<file path="config.mk">
export PLATFORM = sky130hd
export DESIGN_NAME = keccak800_perm_ctrl
export DESIGN_NICKNAME = d
export VERILOG_FILES = /design/src/rtl/keccak800_pkg.sv /design/src/rtl/keccak800_round.sv /design/src/rtl/keccak800_perm_ctrl.sv
export SDC_FILE = /design/constraint.sdc
export NUM_CORES = 2
export LEC_CHECK = 0
export BUFFER_PORTS_ARGS = -buffer_cell sky130_fd_sc_hd__buf_4
export CAP_MARGIN = 30
export CORE_AREA = 2 2 636 638
export DETAILED_ROUTE_END_ITERATION = 8
export DIE_AREA = 0 0 638 640
export PLACE_DENSITY = 0.44
export SYNTH_ARGS = -nofsm -noshare
export SYNTH_HDL_FRONTEND = slang
export SYNTH_SLANG_ARGS = --single-unit
</file>
<file path="constraint.sdc">
create_clock -name clk -period 23.3 [get_ports clk]
set_input_delay 2.33 -clock clk [delete_from_list [all_inputs] [get_ports clk]]
set_output_delay 2.33 -clock clk [all_outputs]
set_load 0.03 [all_outputs]
</file>
<file path="src/rtl/keccak800_pkg.sv">
// Shared constants, lane helpers and the theta step for the Keccak-f[800] permutation engine.
package keccak800_pkg;

    localparam int LANE_W    = 32;
    localparam int STATE_W   = 800;
    localparam int RC_COUNT  = 22;

    typedef enum logic [1:0] {
        IDLE = 2'd0,
        RUN  = 2'd1,
        DONE = 2'd2
    } fsm_t;

    localparam logic [LANE_W-1:0] RC [0:RC_COUNT-1] = '{
        32'h00000001, 32'h00008082, 32'h0000808A, 32'h80008000, 32'h0000808B,
        32'h80000001, 32'h80008081, 32'h00008009, 32'h0000008A, 32'h00000088,
        32'h80008009, 32'h8000000A, 32'h8000808B, 32'h0000008B, 32'h00008089,
        32'h00008003, 32'h00008002, 32'h00000080, 32'h0000800A, 32'h8000000A,
        32'h80008081, 32'h00008080
    };

    // Rotation offsets indexed by idx(x,y), already reduced mod 32.
    localparam logic [4:0] RHO [0:24] = '{
        5'd0,  5'd1,  5'd30, 5'd28, 5'd27,
        5'd4,  5'd12, 5'd6,  5'd23, 5'd20,
        5'd3,  5'd10, 5'd11, 5'd25, 5'd7,
        5'd9,  5'd13, 5'd15, 5'd21, 5'd8,
        5'd18, 5'd2,  5'd29, 5'd24, 5'd14
    };

    function automatic int idx(input int x, input int y);
        return x + 5 * y;
    endfunction

    function automatic logic [LANE_W-1:0] rotl(input logic [LANE_W-1:0] v, input logic [4:0] n);
        return (v << n) | (v >> (6'd32 - {1'b0, n}));
    endfunction

    function automatic logic [LANE_W-1:0] rc_at(input logic [4:0] i);
        if (i < 5'd22) begin
            return RC[i];
        end else begin
            return '0;
        end
    endfunction

    function automatic logic [STATE_W-1:0] theta(input logic [STATE_W-1:0] a);
        logic [LANE_W-1:0] c [0:4];
        logic [LANE_W-1:0] d;
        logic [STATE_W-1:0] res;
        for (int x = 0; x < 5; x++) begin
            c[x] = a[LANE_W*idx(x, 0) +: LANE_W] ^ a[LANE_W*idx(x, 1) +: LANE_W] ^
                   a[LANE_W*idx(x, 2) +: LANE_W] ^ a[LANE_W*idx(x, 3) +: LANE_W] ^
                   a[LANE_W*idx(x, 4) +: LANE_W];
        end
        res = a;
        for (int x = 0; x < 5; x++) begin
            d = c[(x + 4) % 5] ^ rotl(c[(x + 1) % 5], 5'd1);
            for (int y = 0; y < 5; y++) begin
                res[LANE_W*idx(x, y) +: LANE_W] = a[LANE_W*idx(x, y) +: LANE_W] ^ d;
            end
        end
        return res;
    endfunction

endpackage

</file>
<file path="src/rtl/keccak800_round.sv">
// One combinational Keccak-f[800] round: theta, rho-pi, chi, then iota with the supplied constant.
module keccak800_round
    import keccak800_pkg::*;
(
    input  logic [STATE_W-1:0] state_in,
    input  logic [LANE_W-1:0]  rc,
    output logic [STATE_W-1:0] state_out
);

    logic [STATE_W-1:0] theta_s;
    logic [STATE_W-1:0] pi_s;

    // Round datapath; pi_s holds B[x,y] at lane idx(x,y).
    always_comb begin
        theta_s   = theta(state_in);
        pi_s      = '0;
        state_out = '0;
        for (int x = 0; x < 5; x++) begin
            for (int y = 0; y < 5; y++) begin
                pi_s[LANE_W*idx(y, (2*x + 3*y) % 5) +: LANE_W] =
                    rotl(theta_s[LANE_W*idx(x, y) +: LANE_W], RHO[idx(x, y)]);
            end
        end
        for (int x = 0; x < 5; x++) begin
            for (int y = 0; y < 5; y++) begin
                state_out[LANE_W*idx(x, y) +: LANE_W] =
                    pi_s[LANE_W*idx(x, y) +: LANE_W] ^
                    (~pi_s[LANE_W*idx((x + 1) % 5, y) +: LANE_W] &
                      pi_s[LANE_W*idx((x + 2) % 5, y) +: LANE_W]);
            end
        end
        state_out[LANE_W-1:0] = state_out[LANE_W-1:0] ^ rc;
    end

endmodule

</file>
<file path="src/rtl/keccak800_perm_ctrl.sv">
// Iterative Keccak-f[800] engine: loads a state, applies ROUNDS rounds in groups of
// ROUNDS_PER_CYCLE, then holds the result until the consumer takes it.
module keccak800_perm_ctrl
    import keccak800_pkg::*;
#(
    parameter int ROUNDS           = 22,
    parameter int ROUNDS_PER_CYCLE = 1
)
(
    input  logic               clk,
    input  logic               reset,
    input  logic               in_valid,
    output logic               in_ready,
    input  logic [STATE_W-1:0] in_state,
    output logic               out_valid,
    input  logic               out_ready,
    output logic [STATE_W-1:0] out_state,
    output logic               busy,
    output logic [4:0]         round_idx
);

    fsm_t               state_r;
    fsm_t               state_next_s;
    logic [STATE_W-1:0] lanes_r;
    logic [4:0]         round_r;
    logic               ready_en_r;
    logic               out_valid_r;
    logic               busy_r;
    logic               load_s;
    logic               step_s;
    logic               last_s;
    logic               in_ready_s;
    logic [STATE_W-1:0] chain_s [0:ROUNDS_PER_CYCLE];

    assign chain_s[0] = lanes_r;

    genvar k;
    for (k = 0; k < ROUNDS_PER_CYCLE; k++) begin : g_round
        keccak800_round u_round (
            .state_in  (chain_s[k]),
            .rc        (rc_at(round_r + 5'(k))),
            .state_out (chain_s[k+1])
        );
    end

    assign last_s = (round_r == 5'(ROUNDS - ROUNDS_PER_CYCLE));

    // Next-state and handshake decode; in_ready never depends on in_valid.
    always_comb begin
        state_next_s = state_r;
        load_s       = 1'b0;
        step_s       = 1'b0;
        in_ready_s   = 1'b0;
        case (state_r)
            IDLE: begin
                in_ready_s = ready_en_r;
                if (in_valid && ready_en_r) begin
                    load_s       = 1'b1;
                    state_next_s = RUN;
                end else begin
                    state_next_s = IDLE;
                end
            end
            RUN: begin
                step_s = 1'b1;
                if (last_s) begin
                    state_next_s = DONE;
                end else begin
                    state_next_s = RUN;
                end
            end
            DONE: begin
                in_ready_s = ready_en_r & out_ready;
                if (out_valid_r && out_ready) begin
                    if (in_valid) begin
                        load_s       = 1'b1;
                        state_next_s = RUN;
                    end else begin
                        state_next_s = IDLE;
                    end
                end else begin
                    state_next_s = DONE;
                end
            end
            default: begin
                state_next_s = IDLE;
            end
        endcase
    end

    // Control registers; in_ready stays low until the first edge after reset.
    always_ff @(posedge clk or posedge reset) begin
        if (reset) begin
            state_r     <= IDLE;
            ready_en_r  <= 1'b0;
            out_valid_r <= 1'b0;
            busy_r      <= 1'b0;
        end else begin
            state_r     <= state_next_s;
            ready_en_r  <= 1'b1;
            out_valid_r <= (state_next_s == DONE);
            busy_r      <= (state_next_s == RUN);
        end
    end

    // State register and round counter; both hold outside load and RUN steps.
    always_ff @(posedge clk or posedge reset) begin
        if (reset) begin
            lanes_r <= '0;
            round_r <= 5'd0;
        end else if (load_s) begin
            lanes_r <= in_state;
            round_r <= 5'd0;
        end else if (step_s) begin
            lanes_r <= chain_s[ROUNDS_PER_CYCLE];
            round_r <= last_s ? 5'd0 : round_r + 5'(ROUNDS_PER_CYCLE);
        end else begin
            lanes_r <= lanes_r;
            round_r <= round_r;
        end
    end

    assign in_ready  = in_ready_s;
    assign out_valid = out_valid_r;
    assign busy      = busy_r;
    assign round_idx = round_r;
    assign out_state = lanes_r;

endmodule

</file>
**Word-level counts from Yosys, hierarchy flattened**

Memory sizes are Yosys's and may differ from the RTL's.
Cells that the tools add are included.
W data, S select, Z words.

- Eq/ne operators: 5
- $add $sub $neg: 1
- Bitwise logic cells: 157
- Multiplexer cells: 19
- Magnitude comparators: 2
- Reduce and logical (&&, ||, !) cells: 4

Operators by type and width:

| cell | count |
|---|---|
| $xor A32 B32 Y32 | 76 |
| $mux W800 | 2 |
| $and A32 B32 Y32 | 25 |
| $not A32 Y32 | 25 |
| $or A32 B1 Y32 | 6 |
| $mux W32 | 3 |
| $or A32 B10 Y32 | 1 |
| $or A32 B11 Y32 | 1 |
| $or A32 B12 Y32 | 1 |
| $or A32 B13 Y32 | 1 |
| $or A32 B14 Y32 | 1 |
| $or A32 B15 Y32 | 1 |
| $or A32 B18 Y32 | 1 |
| $or A32 B2 Y32 | 1 |
| $or A32 B20 Y32 | 1 |
| $or A32 B21 Y32 | 1 |
| $or A32 B23 Y32 | 1 |
| $or A32 B24 Y32 | 1 |
| $or A32 B25 Y32 | 1 |
| $or A32 B27 Y32 | 1 |
| $or A32 B28 Y32 | 1 |
| $or A32 B29 Y32 | 1 |
| $or A32 B3 Y32 | 1 |
| $or A32 B30 Y32 | 1 |
| other kinds (21) | 33 |

- Output and inout port bits: 808
- Word-level logic and storage cells: 195
- Register bits: 810
- Bits in read-only memories: 1024
- Memories: 1

Memory list:

| memory | words | width | rd ports | clocked after Yosys merged registers in | wr ports | line | RTL |
|---|---|---|---|---|---|---|---|
| (no name shown) | 32 | 32 | 1 | 0 | 0 | keccak800_pkg.sv:41 | `return RC[i];` |

**Longest topological paths before layout**

- Depth in word-level cells: 14
- Depth in mapped cells: 8
- Mapped depth without buffers: 8

**Modules after synthesis**

A second synthesis with hierarchy kept.

- Cell total of the unflattened synthesis: 6460
- Area, all modules: 80309.5 um2

By module, submodules not included:

| module | times used | seq. area each (um2) | cells an instance | area an instance (um2) |
|---|---|---|---|---|
| keccak800_perm_ctrl | 1 | 20269.4 | 3548 | 42259.3 |
| keccak800_round | 1 | 0.0 | 2912 | 38050.2 |

**Least setup slack after synthesis**

OpenSTA, ideal clock, no wires.

- Path kind: input to output
- Start: input port out_ready
- End: output port in_ready
- Path buffers: 0
- Cell stages on the path: 2
- Path slack: 17880 ps
- Arrival time: 3090 ps
- Path through: nor2b_1 -> nor3b_1

- Cells in the longest elaborated chain, start to end: 2

RTL lines:

| what | line | RTL |
|---|---|---|
| from (decl) | keccak800_perm_ctrl.sv:16 | `input logic out_ready,` |
| $and A1 B1 Y1 | keccak800_perm_ctrl.sv:73 | `in_ready_s = ready_en_r & out_ready;` |
| $pmux W1 S2 | keccak800_perm_ctrl.sv:54 | `case (state_r)` |
| to (decl) | keccak800_perm_ctrl.sv:13 | `output logic in_ready,` |

No other way between the ends.

**Worst setup path in the final report**

- Start: input port out_ready
- End: register lanes_r[690], in the netlist out_state[690]

- Cells in the longest elaborated chain, start to end: 4
- Elaborated cells on any way between the ends: 5

RTL lines:

| what | line | RTL |
|---|---|---|
| $logic_and A1 B1 Y1 * | keccak800_perm_ctrl.sv:74 | `if (out_valid_r && out_ready) begin` |
| $mux W1 * | keccak800_perm_ctrl.sv:74 |  |
| $pmux W1 S2 * | keccak800_perm_ctrl.sv:54 |  |
| $mux W800 / $reduce_bool A2 Y1 (equally long branches) | - |  |
| to (signal assigned) | keccak800_perm_ctrl.sv:112 | `lanes_r <= in_state;` |
| to (signal assigned) | keccak800_perm_ctrl.sv:115 | `lanes_r <= chain_s[ROUNDS_PER_CYCLE];` |
| to (signal assigned) | keccak800_perm_ctrl.sv:118 | `lanes_r <= lanes_r;` |
| to (decl) | keccak800_perm_ctrl.sv:24 | `logic [STATE_W-1:0] lanes_r;` |

Every way passes the cells marked *; elsewhere a longest branch is shown, timed or not.
A chain may end at the register's enable or synchronous reset.

==> metrics.csv <==
stage,metric,value,unit
worst_setup_path,endpoint_kind,flip-flop,
die,floorplan.initialDensity,17.5,%
timing,max_freq,0.142,GHz
min_path,min_from,out_state[304],
yosys,muxShareOfSynthArea,0.0142,%
clocking,cts_tree,built,
placement,dp_hpwl,603,mm
route,drt_iter0_markers,7194,
worst_setup_path,r2r-end,out_state[690],
timing,min_period,7.02,ns
placement,placed_cells,12400,
yosys,synth_warnings,0,
yosys,synth-simple-area-share,6.70,%
placement,gp_congestion,1.00,
yosys,synth_cell_type_count,43,
die,core_area,0.401,mm²
grt,grt_pass1_vias,59200,
clocking,postCtsSetupBuffers,0,
clocking,postCtsResizedCells,0,
timing,finClkSkew,0.103,ns
timing,fin_tns_setup,0,ns
grt,antenna_found_initial,136,
clocking,clock_latency,0.95,ns
yosys,async_flop_share,100,%
timing,finalCritPeriodShare,30.1,%
route,vias_per_cell,4.87,
route,wl_per_cell,54.7,µm
worst_setup_path,crit_type,input pin to flip-flop,
final_layout,syn_to_final_growth,33.7,%
timing,max_slew_margin,11.4,%
worst_setup_path,r2r_start,state_r[1],
die,die_h,640,µm
yosys,yosysTopAreaCell,dfrtp_1,
route,detail-route-antenna-nets,0,
clocking,ctsRootBufferMaster,clkbuf_16,
job,drv_cap,0,
yosys,syn_area_per_cell,12.5,µm²
die,ioPinCount,1612,
yosys,synth_area_leaders,"dfrtp_1 29%, xor3_1 23%, xnor2_1 10%",
final_layout,layout_common_cells,"1762 x buf_4, 833 x xnor2_1, 810 x dfrtp_1",
final_layout,fin_cells,12700,
yosys,ys_seq_area_share,28.8,%
final_layout,num-fill-cells,42700,
grt,grt_max_degree,179,
route,wl,695,mm
grt,grt_overflow,0,
timing,hold_viol,0,
clocking,hold_buffers,0,
yosys,synth_top_family_by_area,XOR/XNOR gates,
grt,track_usage,32.8,%
worst_setup_path,arrival,7.79,ns
timing,tightestPinTransition,1.33,ns
route,vias,61800,
worst_setup_path,crit_required,24.06,ns
clocking,clkTransAtPathRegs,0.06,ns
worst_setup_path,reg2reg_depth,12,
timing,slew_violations,0,
yosys,syn-num-nets,6457,
min_path,worstHoldEndpoint,out_state[304],
yosys,syn_area,0.0703,mm²
clocking,h-tree-depth,3,
worst_setup_path,rrSetupSlack,17.17,ns
grt,grt_pass1_wl,826,mm
status,status,finished clean,
yosys,synthAdderAreaFrac,0.0890,%
worst_setup_path,critPathMaxFanout,78,
final_layout,final_common_cell,buf_4,
clocking,numClockSinks,810,
clocking,clockBufferDepth,4,
die,rows,233,
placement,io_buffers,1611,
die,die_x,638,µm
yosys,synth_ff_type,dfrtp_1,
final_layout,drive_above_1_share,29.8,%
yosys,synth_xor_area_share,49.7,%
yosys,netlist_instances,5648,
worst_setup_path,start_kind,input pin,
yosys,synth_edf_count,0,
final_layout,nNetsFinal,8089,
min_path,worstHoldPathCells,2,
route,dr.pass1.iters,5,
clocking,cts-buffers-inserted,114,
yosys,ys_ff_latch,810,
timing,setup_violations,0,
timing,rsz0062_at_grt,no,
route,post-route-drc-count,0,
min_path,hp-class,flip-flop to flip-flop,
yosys,synth_top_area_share,28.8,%
die,fp.dieArea,0.408,mm²
yosys,synth-compound-area-share,13.2,%
[registers in the layout, summed over array words and instances, names as in the netlist]
signal,cells
round_idx,5
out_state,800
state_r,2
busy,1
ready_en_r,1
out_valid,1
[cell families (layout without fill, tap and decap cells)]
kind of cell | Yosys count | in the layout
AND/OR/NAND/NOR | 830 | 830
multiplexers | 1 | 1
XOR/XNOR | 2086 | 2086
AO/OA/AOI/OAI | 1636 | 1636
flip-flops | 810 | 810
other | 1 | 43
adder cells (fa/ha/maj) | 5 | 5
buffers and inverters | 279 | 1998
[worst max-delay path by stage]
stage,from,to,slack [ns]
after detailed placement,out_ready,out_state[658],15.23
after floorplan,reset,busy,9.85
after global routing,out_ready,out_state[368],16.12
after CTS,out_ready,out_state[658],16.13
final,out_ready,out_state[690],16.28
after global placement,out_ready,out_state[658],15.31
[final cells by class]
cell class | count | area, µm² | share of cell area, %
inverter | 8 | 33.8 | 0.0359
tap | 5287 | 6620 | 7.04
antenna | 42 | 105 | 0.112
clock buffer | 140 | 3080 | 3.28
multi-input combinational | 4559 | 49100 | 52.2
clock inverter | 63 | 1010 | 1.08
sequential | 810 | 20300 | 21.6
timing repair buffer | 1787 | 13800 | 14.7
[cells in the mapped netlist, types with 4 or more instances]
master / instances
xnor2_1: 833
xnor2_4: 123
a31oi_1: 4
ha_1: 5
o21ai_0: 11
nor2b_1: 494
o22ai_1: 801
inv_1: 8
nand2b_1: 86
xnor2_2: 40
xor3_2: 4
dfrtp_1: 810
xor2_1: 130
nor2_2: 30
clkbuf_1: 271
and2b_1: 10
a21oi_1: 805
xnor3_2: 13
nand2_1: 119
xor3_1: 684
nor2_1: 82
xnor3_1: 259
[critical path: stages]
cell and delay (ns):
buf_4 0.09, and2_1 0.15, nand3_1 0.15, o21ai_4 0.16, buf_4 0.70, buf_4 0.78
buf_4 0.65, buf_4 0.26, buf_16 0.31, buf_4 0.65, buf_4 0.85, o22ai_1 0.22
a21oi_1 0.16
[per-layer routing]
layer	up-vias	routed length, µm	GRT usage [%]	share of wire [%]
met5	-	907	0	0.13
met4	138	57300	22.5	8.2
met3	1070	56700	9.49	8.2
met2	3884	312000	51.6	45
met1	32900	268000	38.6	39
li1	23800	-	-	-
[metrics by stage]
stage	utilization (%)	cell area, µm²	hold WS, ns	setup WS [ns]
finish	23.4	94000	0.573	16.28
detailed placement	22.3	89700	0.561	15.23
CTS	23.4	93700	0.575	16.13
floorplan	-	70300	0.622	9.85
global route	23.4	93900	0.643	16.12
global placement	22.2	89200	0.536	15.31
Power is not shown: default switching activity piles up to over one toggle a cycle in this logic, so the estimate is an artifact.
